<file path="src/rtl/booth_acc_shift.sv">
// Sequential radix-2 Booth multiplier: one add/subtract plus arithmetic right shift per clock,
// W+1-bit accumulator so the most negative multiplicand is handled exactly.
module booth_acc_shift #(
  parameter int W = 8
) (
  input  logic             Clk,
  input  logic             Reset,
  input  logic             Start,
  input  logic [W-1:0]     Multiplicand,
  input  logic [W-1:0]     Multiplier,
  output logic             Busy,
  output logic             Done,
  output logic [2*W-1:0]   Product
);

  localparam int CW = $clog2(W + 1);
  localparam logic [CW-1:0] COUNT_LOAD = CW'(W);
  localparam logic [CW-1:0] COUNT_LAST = CW'(1);

  typedef enum logic {IDLE, RUN} state_t;

  state_t                state;
  state_t                state_nxt;
  logic signed [W:0]     acc;
  logic signed [W:0]     mcand;
  logic [W-1:0]          q_reg;
  logic                  q_1;
  logic [CW-1:0]         count;
  logic signed [W:0]     sum;
  logic signed [W:0]     acc_shift;
  logic [W-1:0]          q_shift;
  logic                  last;

  // Booth recoding of the pair {Q[0], Q_-1}; W+1-bit arithmetic never wraps for W-bit operands.
  function automatic logic signed [W:0] booth_add(
    input logic signed [W:0] a,
    input logic signed [W:0] m,
    input logic [1:0]        pair
  );
    case (pair)
      2'b01:   return a + m;
      2'b10:   return a - m;
      default: return a;
    endcase
  endfunction

  always_comb begin
    sum       = booth_add(acc, mcand, {q_reg[0], q_1});
    acc_shift = {sum[W], sum[W:1]};
    q_shift   = {sum[0], q_reg[W-1:1]};
    last      = (count == COUNT_LAST);
  end

  always_ff @(posedge Clk) begin
    if (Reset) begin
      state <= IDLE;
    end else begin
      state <= state_nxt;
    end
  end

  always_comb begin
    state_nxt = state;
    case (state)
      IDLE: if (Start) state_nxt = RUN;
      RUN:  if (last)  state_nxt = IDLE;
    endcase
  end

  // Multiplicand is pure data captured at load; it needs no reset.
  always_ff @(posedge Clk) begin
    if (state == IDLE && Start) begin
      mcand <= {Multiplicand[W-1], Multiplicand};
    end
  end

  always_ff @(posedge Clk) begin
    if (Reset) begin
      Busy    <= 1'b0;
      Done    <= 1'b0;
      Product <= '0;
      acc     <= '0;
      q_reg   <= '0;
      q_1     <= 1'b0;
      count   <= '0;
    end else begin
      Done <= 1'b0;
      if (state == IDLE) begin
        if (Start) begin
          acc   <= '0;
          q_reg <= Multiplier;
          q_1   <= 1'b0;
          count <= COUNT_LOAD;
          Busy  <= 1'b1;
        end
      end else begin
        acc   <= acc_shift;
        q_reg <= q_shift;
        q_1   <= q_reg[0];
        count <= count - COUNT_LAST;
        // The final iteration publishes the post-shift {A, Q} directly.
        if (last) begin
          Product <= {acc_shift[W-1:0], q_shift};
          Done    <= 1'b1;
          Busy    <= 1'b0;
        end
      end
    end
  end

endmodule
</file>
<file path="config.mk">
export PLATFORM = sky130hd
export DESIGN_NAME = booth_acc_shift
export DESIGN_NICKNAME = d
export VERILOG_FILES = /design/src/rtl/booth_acc_shift.sv
export SDC_FILE = /design/constraint.sdc
export NUM_CORES = 1
export LEC_CHECK = 0
export ABC_CLOCK_PERIOD_IN_PS = 2600
export CORE_UTILIZATION = 48
export CTS_CLUSTER_SIZE = 16
export DETAILED_ROUTE_END_ITERATION = 7
export PLACE_DENSITY = 0.82
export SYNTH_ARGS = -nofsm -noshare
export SYNTH_HDL_FRONTEND = slang
export SYNTH_SLANG_ARGS = --single-unit
</file>
<file path="constraint.sdc">
create_clock -name Clk -period 2.6 [get_ports Clk]
set_input_delay 0.52 -clock Clk [delete_from_list [all_inputs] [get_ports Clk]]
set_output_delay 0.52 -clock Clk [all_outputs]
set_load 0.05 [all_outputs]
</file>
==> results of run 1 <==
## cell usage after synthesis, types with 2 or more instances
master     n  share of area
edfxtp_1   8          0.099
xnor2_1    6          0.022
mux2i_1   11          0.045
nor2_1    48          0.074
nand2_1   24          0.037
nand3b_1   4          0.012
xor2_1     3          0.011
ha_1      12          0.062
nor3_1    10          0.021
nand4_1    2         0.0051
o211ai_1   3         0.0093
a31o_2     2         0.0072
nand2b_1   2         0.0051
inv_1     16          0.025
a311oi_1   3          0.011
dfxtp_1   40           0.33
o21ai_0    8          0.016
nor2b_1    2         0.0051
clkbuf_1   9          0.014
a211oi_1   5          0.015
nand3_1    3         0.0062
a21o_1     3         0.0093
a221oi_1   2         0.0072
buf_1      4         0.0062
a21oi_1   28          0.058
or3_1      2         0.0051
a31oi_1    5          0.013
## final timing paths
kind	startpoint	to	slack [ns]	cells after the start
worst min register to register	Product[3]	Product[3]	0.46	2
worst min-delay path	Product[3]	Product[3]	0.46	2
worst max register to register	mcand[1]	Product[15]	-0.02	11
worst max-delay path	mcand[1]	Product[15]	-0.02	11
## repair_timing
action,4_1_cts,5_1_grt
setup endpoints to repair,2,12
pin swaps,0,15
gates cloned,0,0
gates resized for setup,4,18
buffers inserted,1,3
## cell families after synthesis
family | synth area share
flops | 0.428
fa+ha+maj | 0.0700
xor+xnor | 0.0324
buf+inv | 0.0509
mux | 0.0499
compound gates | 0.184
simple gates | 0.185
## layer usage
metal	vias to the layer above	GRT usage	wire (um)
met5	-	0	0
met4	0	0.0915	124
met3	11	0.0511	292
met2	68	0.365	2900
met1	1058	0.281	2600
li1	1106	-	-
## power by group through the flow
stage	registers, W	logic, W	clock network [W]
final	0.000839	0.000479	0.000455
after global routing	0.000843	0.000525	0.000493
after CTS	0.000837	0.000426	0.000461
after detailed placement	0.000853	0.000417	0
after global placement	0.000852	0.000403	0
after floorplan	0.000856	0.000270	0
## tightest hold or removal path, stage by stage, from the launching register on
cell     delay [ns]
dfxtp_1        0.32
nand2_1        0.05
a21oi_1        0.05
## layout make-up
cell class / count / area share
Clock buffer: 5 / 0.0216
Tap cell: 67 / 0.0263
Inverter: 17 / 0.0200
Clock inverter: 3 / 0.00745
Timing Repair Buffer: 60 / 0.169
Sequential cell: 48 / 0.326
Multi-Input combinational cell: 205 / 0.429
## through the flow
stage	instances	setup WS [ns]	utilization	instance area (um2)
global route	405	-0.140	0.667	3190
CTS	402	-0.0131	0.646	3090
global placement	393	0.0150	0.621	2970
detailed placement	393	-0.0537	0.621	2970
finish	405	-0.0216	0.667	3190
floorplan	284	0.0283	-	2440
==> results.py, run 1 <==
metrics = {
    "run_status": {
        "status": "complete, but fails checks",
        "violations": "negative setup slack",
    },
    "clock_network": {
        "insertion_delay_ns": 0.31,
        "cts_buffers": 5,
        "clockBufferDepth": 2,
        "cts.sinks": 48,
        "cts_tree": "built",
        "htreeDepth": 2,
        "hold_buffers": 0,
        "clock-root-buffer": "clkbuf_8",
        "clk_pin_slew_ns": 0.10,
    },
    "sta": {
        "slew_viol_final": 0,
        "worst_pin_slew_ns": 0.730,
        "period_needed_ns": 2.62,
        "hold_viol_final": 0,
        "max_freq_mhz": 381,
        "slew_headroom": 0.513,
        "setup_viol": 1,
        "setup_tns_ns": -0.0216,
        "whs_ns": 0.457,
        "rsz0062_at_grt": "true",
        "final.period_utilization": 1.01,
        "skew_ns": 0.0128,
        "setup_ws_ns": -0.0216,
    },
    "power_and_ir_drop": {
        "clockPowerShare": 0.257,
        "switchingPower_w": 0.000562,
        "p_seq_frac": 0.473,
        "p_leak_nw": 1.21,
        "p_per_area_mw_per_mm2": 556,
        "ir_drop_mv": 0.539,
        "power.internal_w": 0.00121,
        "swShare": 0.317,
        "power.total_w": 0.00177,
        "power_frac_comb": 0.270,
    },
    "worst_setup_path": {
        "end_kind": "flip-flop",
        "crit_path_max_incr_delay_ns": 0.43,
        "path_max_fanout": 4,
        "cp_top_family": "simple AND/OR/NAND/NOR gates",
        "crit_path_cell_trace": "inv_1 > ha_2 > nor3b_4 > a21oi_2 > xnor2_1 > ha_1 > nand4_1 > a211oi_2 > or3_4 > and4_1 > o31a_1",
        "arrival_ns": 2.83,
        "worstSetupStartpointType": "flip-flop",
        "required_ns": 2.81,
        "path_class": "flip-flop to flip-flop",
        "cpMaxStageDelayCell": "edfxtp_1",
        "cp.buffers_inverters": 1,
    },
    "synthesis": {
        "yosysSeqAreaShare": 0.428,
        "synthArstFlopShare": 0,
        "synth_cells": 284,
        "syn_nets": 316,
        "synth-edff-count": 8,
        "yosys_warnings": 0,
        "synth_seq_cells": 48,
        "ys_types": 46,
        "syn_area_mm2": 0.00243,
        "ys.flop_type": "dfxtp_1",
        "synth_area_per_cell_um2": 8.56,
    },
    "finish": {
        "fill_cells": 381,
        "largest_register": "Product",
        "largest_register_ffs": 16,
        "n_antenna_cell": 0,
        "drive_above_1_share": 0.163,
        "multiInputGateArea_mm2": 0.00137,
        "regArea_mm2": 0.00104,
        "layout_commonest_cell": "nor2_1",
        "layout_common_cells": "47 x nor2_1, 40 x dfxtp_1, 36 x clkdlybuf4s50_1",
        "flow.area_growth_from_synthesis_pct": 31.2,
        "nets": 369,
    },
    "drt": {
        "drc_errors": 0,
        "drt_iter0_drc": 200,
        "wire_per_inst_um": 14.6,
        "wl_um": 5920,
        "vias_per_cell": 5.54,
        "drtPass1Iterations": 4,
        "postRouteAntennaNets": 0,
        "num_vias": 2243,
    },
    "grt": {
        "antenna_found_initial": 0,
        "grt_overflow_total": 0,
        "grt_pass1_vias": 2024,
        "grt_pass1_wl_um": 9090,
        "grt_max_degree": 24,
        "grt_util_all_layers": 0.222,
    },
    "die": {
        "die_w_um": 73.2,
        "coreArea_mm2": 0.00479,
        "pin_count": 37,
        "die_y_um": 73.2,
        "std_cell_rows": 25,
        "dieArea_mm2": 0.00536,
        "initial_core_util": 0.508,
    },
    "min_path": {
        "hp-class": "flip-flop to flip-flop",
    },
    "place": {
        "numPortBuffers": 36,
        "gp_congestion": 0.859,
        "dp_hpwl_um": 3970,
    },
    "flow_run": {
        "cap_violations": 0,
    },
}
Note: power is estimated with default switching activity, not from simulation.
==> run 2, diff against run 1 <==
--- a/config.mk
+++ b/config.mk
@@ -5,11 +5,13 @@
 export SDC_FILE = /design/constraint.sdc
 export NUM_CORES = 1
 export LEC_CHECK = 0
+export ABC_AREA = 1
 export ABC_CLOCK_PERIOD_IN_PS = 2600
-export CORE_UTILIZATION = 48
+export CAP_MARGIN = 30
+export CORE_UTILIZATION = 49
 export CTS_CLUSTER_SIZE = 16
 export DETAILED_ROUTE_END_ITERATION = 7
-export PLACE_DENSITY = 0.82
+export PLACE_DENSITY = 0.83
 export SYNTH_ARGS = -nofsm -noshare
 export SYNTH_HDL_FRONTEND = slang
 export SYNTH_SLANG_ARGS = --single-unit
==> results.py, run 2 <==
metrics = {
    "die": {
        "std_cell_rows": 25,
        "coreArea_mm2": 0.00479,
        "pin_count": 37,
        "dieArea_mm2": 0.00535,
        "initial_core_util": 0.518,
        "die_w_um": 73.1,
        "die_y_um": 73.1,
    },
    "grt": {
        "grt_util_all_layers": 0.211,
        "antenna_found_initial": 0,
        "grt_pass1_wl_um": 8860,
        "grt_overflow_total": 0,
        "grt_max_degree": 24,
        "grt_pass1_vias": 2134,
    },
    "place": {
        "gp_congestion": 0.853,
        "numPortBuffers": 36,
        "pre_cts_ws_ns": 0.155,
        "post_dp_cell_area_mm2": 0.00291,
        "dp_hpwl_um": 3780,
    },
    "clock_network": {
        "cts_tree": "built",
        "insertion_delay_ns": 0.30,
        "clk_pin_slew_ns": 0.09,
        "hold_buffers": 0,
        "clockBufferDepth": 2,
        "cts.sinks": 48,
        "clock-root-buffer": "clkbuf_8",
        "htreeDepth": 2,
        "cts_buffers": 5,
    },
    "power_and_ir_drop": {
        "power.internal_w": 0.00113,
        "switchingPower_w": 0.000457,
        "p_leak_nw": 1.37,
        "p_seq_frac": 0.511,
        "clockPowerShare": 0.299,
        "ir_drop_mv": 0.372,
        "power_frac_comb": 0.190,
        "swShare": 0.288,
        "p_per_area_mw_per_mm2": 521,
    },
    "run_status": {
        "status": "complete, no violations",
    },
    "sta": {
        "setup_tns_ns": 0,
        "slew_headroom": 0.653,
        "setup_viol": 0,
        "max_freq_mhz": 424,
        "skew_ns": 0.0103,
        "period_needed_ns": 2.36,
        "setup_ws_ns": 0.243,
        "worst_pin_slew_ns": 0.519,
        "hold_viol_final": 0,
        "whs_ns": 0.470,
        "final.period_utilization": 0.906,
        "slew_viol_final": 0,
    },
    "drt": {
        "vias_per_cell": 5.09,
        "postRouteAntennaNets": 0,
        "wl_um": 5280,
        "wire_per_inst_um": 11.9,
        "drtPass1Iterations": 4,
        "num_vias": 2250,
        "drt_iter0_drc": 95,
        "drc_errors": 0,
    },
    "finish": {
        "largest_register_ffs": 16,
        "largest_register": "Product",
        "fill_cells": 435,
        "layout_common_cells": "107 x nand2_1, 40 x dfxtp_1, 40 x inv_1",
        "nets": 406,
        "drive_above_1_share": 0.0907,
        "n_antenna_cell": 0,
        "final_area_mm2": 0.00305,
        "layout_commonest_cell": "nand2_1",
        "flow.area_growth_from_synthesis_pct": 22.9,
    },
    "synthesis": {
        "ys.flop_type": "dfxtp_1",
        "synth_seq_cells": 48,
        "synth_area_leaders": "dfxtp_1 32%, nand2_1 16%, edfxtp_1 9.7%, nand3_1 6.9%, ha_1 6.1%",
        "synth-edff-count": 8,
        "syn_area_mm2": 0.00248,
        "yosys_warnings": 0,
        "yosysSeqAreaShare": 0.420,
        "yosys.area.top_type_share": 0.323,
        "synth_cells": 335,
        "synth_largest_area_cell": "dfxtp_1",
        "synth_most_common_cell": "nand2_1",
        "synth_common_cells": "107 x nand2_1, 40 x dfxtp_1, 40 x inv_1",
        "synthArstFlopShare": 0,
        "ys_types": 36,
        "syn_nets": 367,
        "synth_area_per_cell_um2": 7.40,
    },
    "worst_setup_path": {
        "crit_path_max_incr_delay_ns": 0.45,
        "end_kind": "flip-flop",
        "worstSetupStartpointType": "flip-flop",
        "cpMaxStageDelayCell": "edfxtp_1",
        "crit_top_cell": "nand2_1",
        "path_max_fanout": 6,
        "cp.buffers_inverters": 3,
        "path_class": "flip-flop to flip-flop",
        "crit_path_cell_trace": "inv_1 > ha_1 > nand2_1 > o31ai_2 > xnor2_1 > inv_1 > ha_4 > nand2_1 > inv_1 > a21oi_2 > nand2_1 > nand2_1 > nand4_1 > nand2_1 > nand2_1 > a21oi_2",
        "cp_top_family": "simple AND/OR/NAND/NOR gates",
        "required_ns": 2.84,
        "arrival_ns": 2.60,
    },
    "flow_run": {
        "cap_violations": 0,
    },
    "min_path": {
        "hp-class": "flip-flop to flip-flop",
    },
}
-- run 2: layer usage --
metal / vias up / wire [um] / GRT usage
met4: 0 / 72 / 0.0719
met5: - / 0 / 0
li1: 1151 / - / -
met1: 1040 / 2290 / 0.253
met2: 51 / 2680 / 0.369
met3: 8 / 242 / 0.0470
-- run 2: area by class of cell --
| cell class | count | area, um2 | area share |
|---|---|---|---|
| Sequential cell | 48 | 1040 | 0.342 |
| Inverter | 42 | 158 | 0.0518 |
| Clock inverter | 2 | 13.8 | 0.00452 |
| Timing Repair Buffer | 45 | 428 | 0.141 |
| Multi-Input combinational cell | 232 | 1240 | 0.407 |
| Tap cell | 67 | 83.8 | 0.0275 |
| Clock buffer | 6 | 82.6 | 0.0271 |
-- run 2: logic make-up after synthesis --
kind of cell / Yosys count / synth area share
simple gates: 175 / 0.306
buf+inv: 55 / 0.0914
flops: 48 / 0.420
compound gates: 37 / 0.0894
fa+ha+maj: 13 / 0.0687
xor+xnor: 7 / 0.0247
-- run 2: power groups by stage --
stage,combinational (W),sequential [W],clock (W)
after CTS,0.000291,0.000810,0.000481
after global routing,0.000338,0.000816,0.000507
final,0.000301,0.000812,0.000475
after floorplan,0.000200,0.000834,0
after global placement,0.000283,0.000826,0
after detailed placement,0.000290,0.000827,0
-- run 2: final timing paths --
check	startpoint	to	slack, ns	depth (start not counted)
setup / recovery	mcand[0]	acc[7]	0.24	16
hold / removal	q_reg[3]	Product[2]	0.47	2
setup reg to reg	mcand[0]	acc[7]	0.24	16
hold reg to reg	q_reg[3]	Product[2]	0.47	2
-- run 2: repair_timing --
| action | in CTS | in global routing |
|---|---|---|
| resized for setup | 0 | 5 |
| endpoints found under the setup margin | 0 | 3 |
| setup buffers | 0 | 2 |
-- run 2: per-stage QoR --
step	cells	utilization	power [W]
4_1_cts	440	0.627	0.00158
2_1_floorplan	335	-	0.00103
6_report	442	0.636	0.00159
3_5_place_dp	432	0.607	0.00112
5_1_grt	442	0.636	0.00166
3_3_place_gp	432	0.607	0.00111
-- run 2: worst min-delay path: stages (launching register included) --
cell and delay [ns]:
dfxtp_1 0.33, nand2_1 0.06, nand2_1 0.04
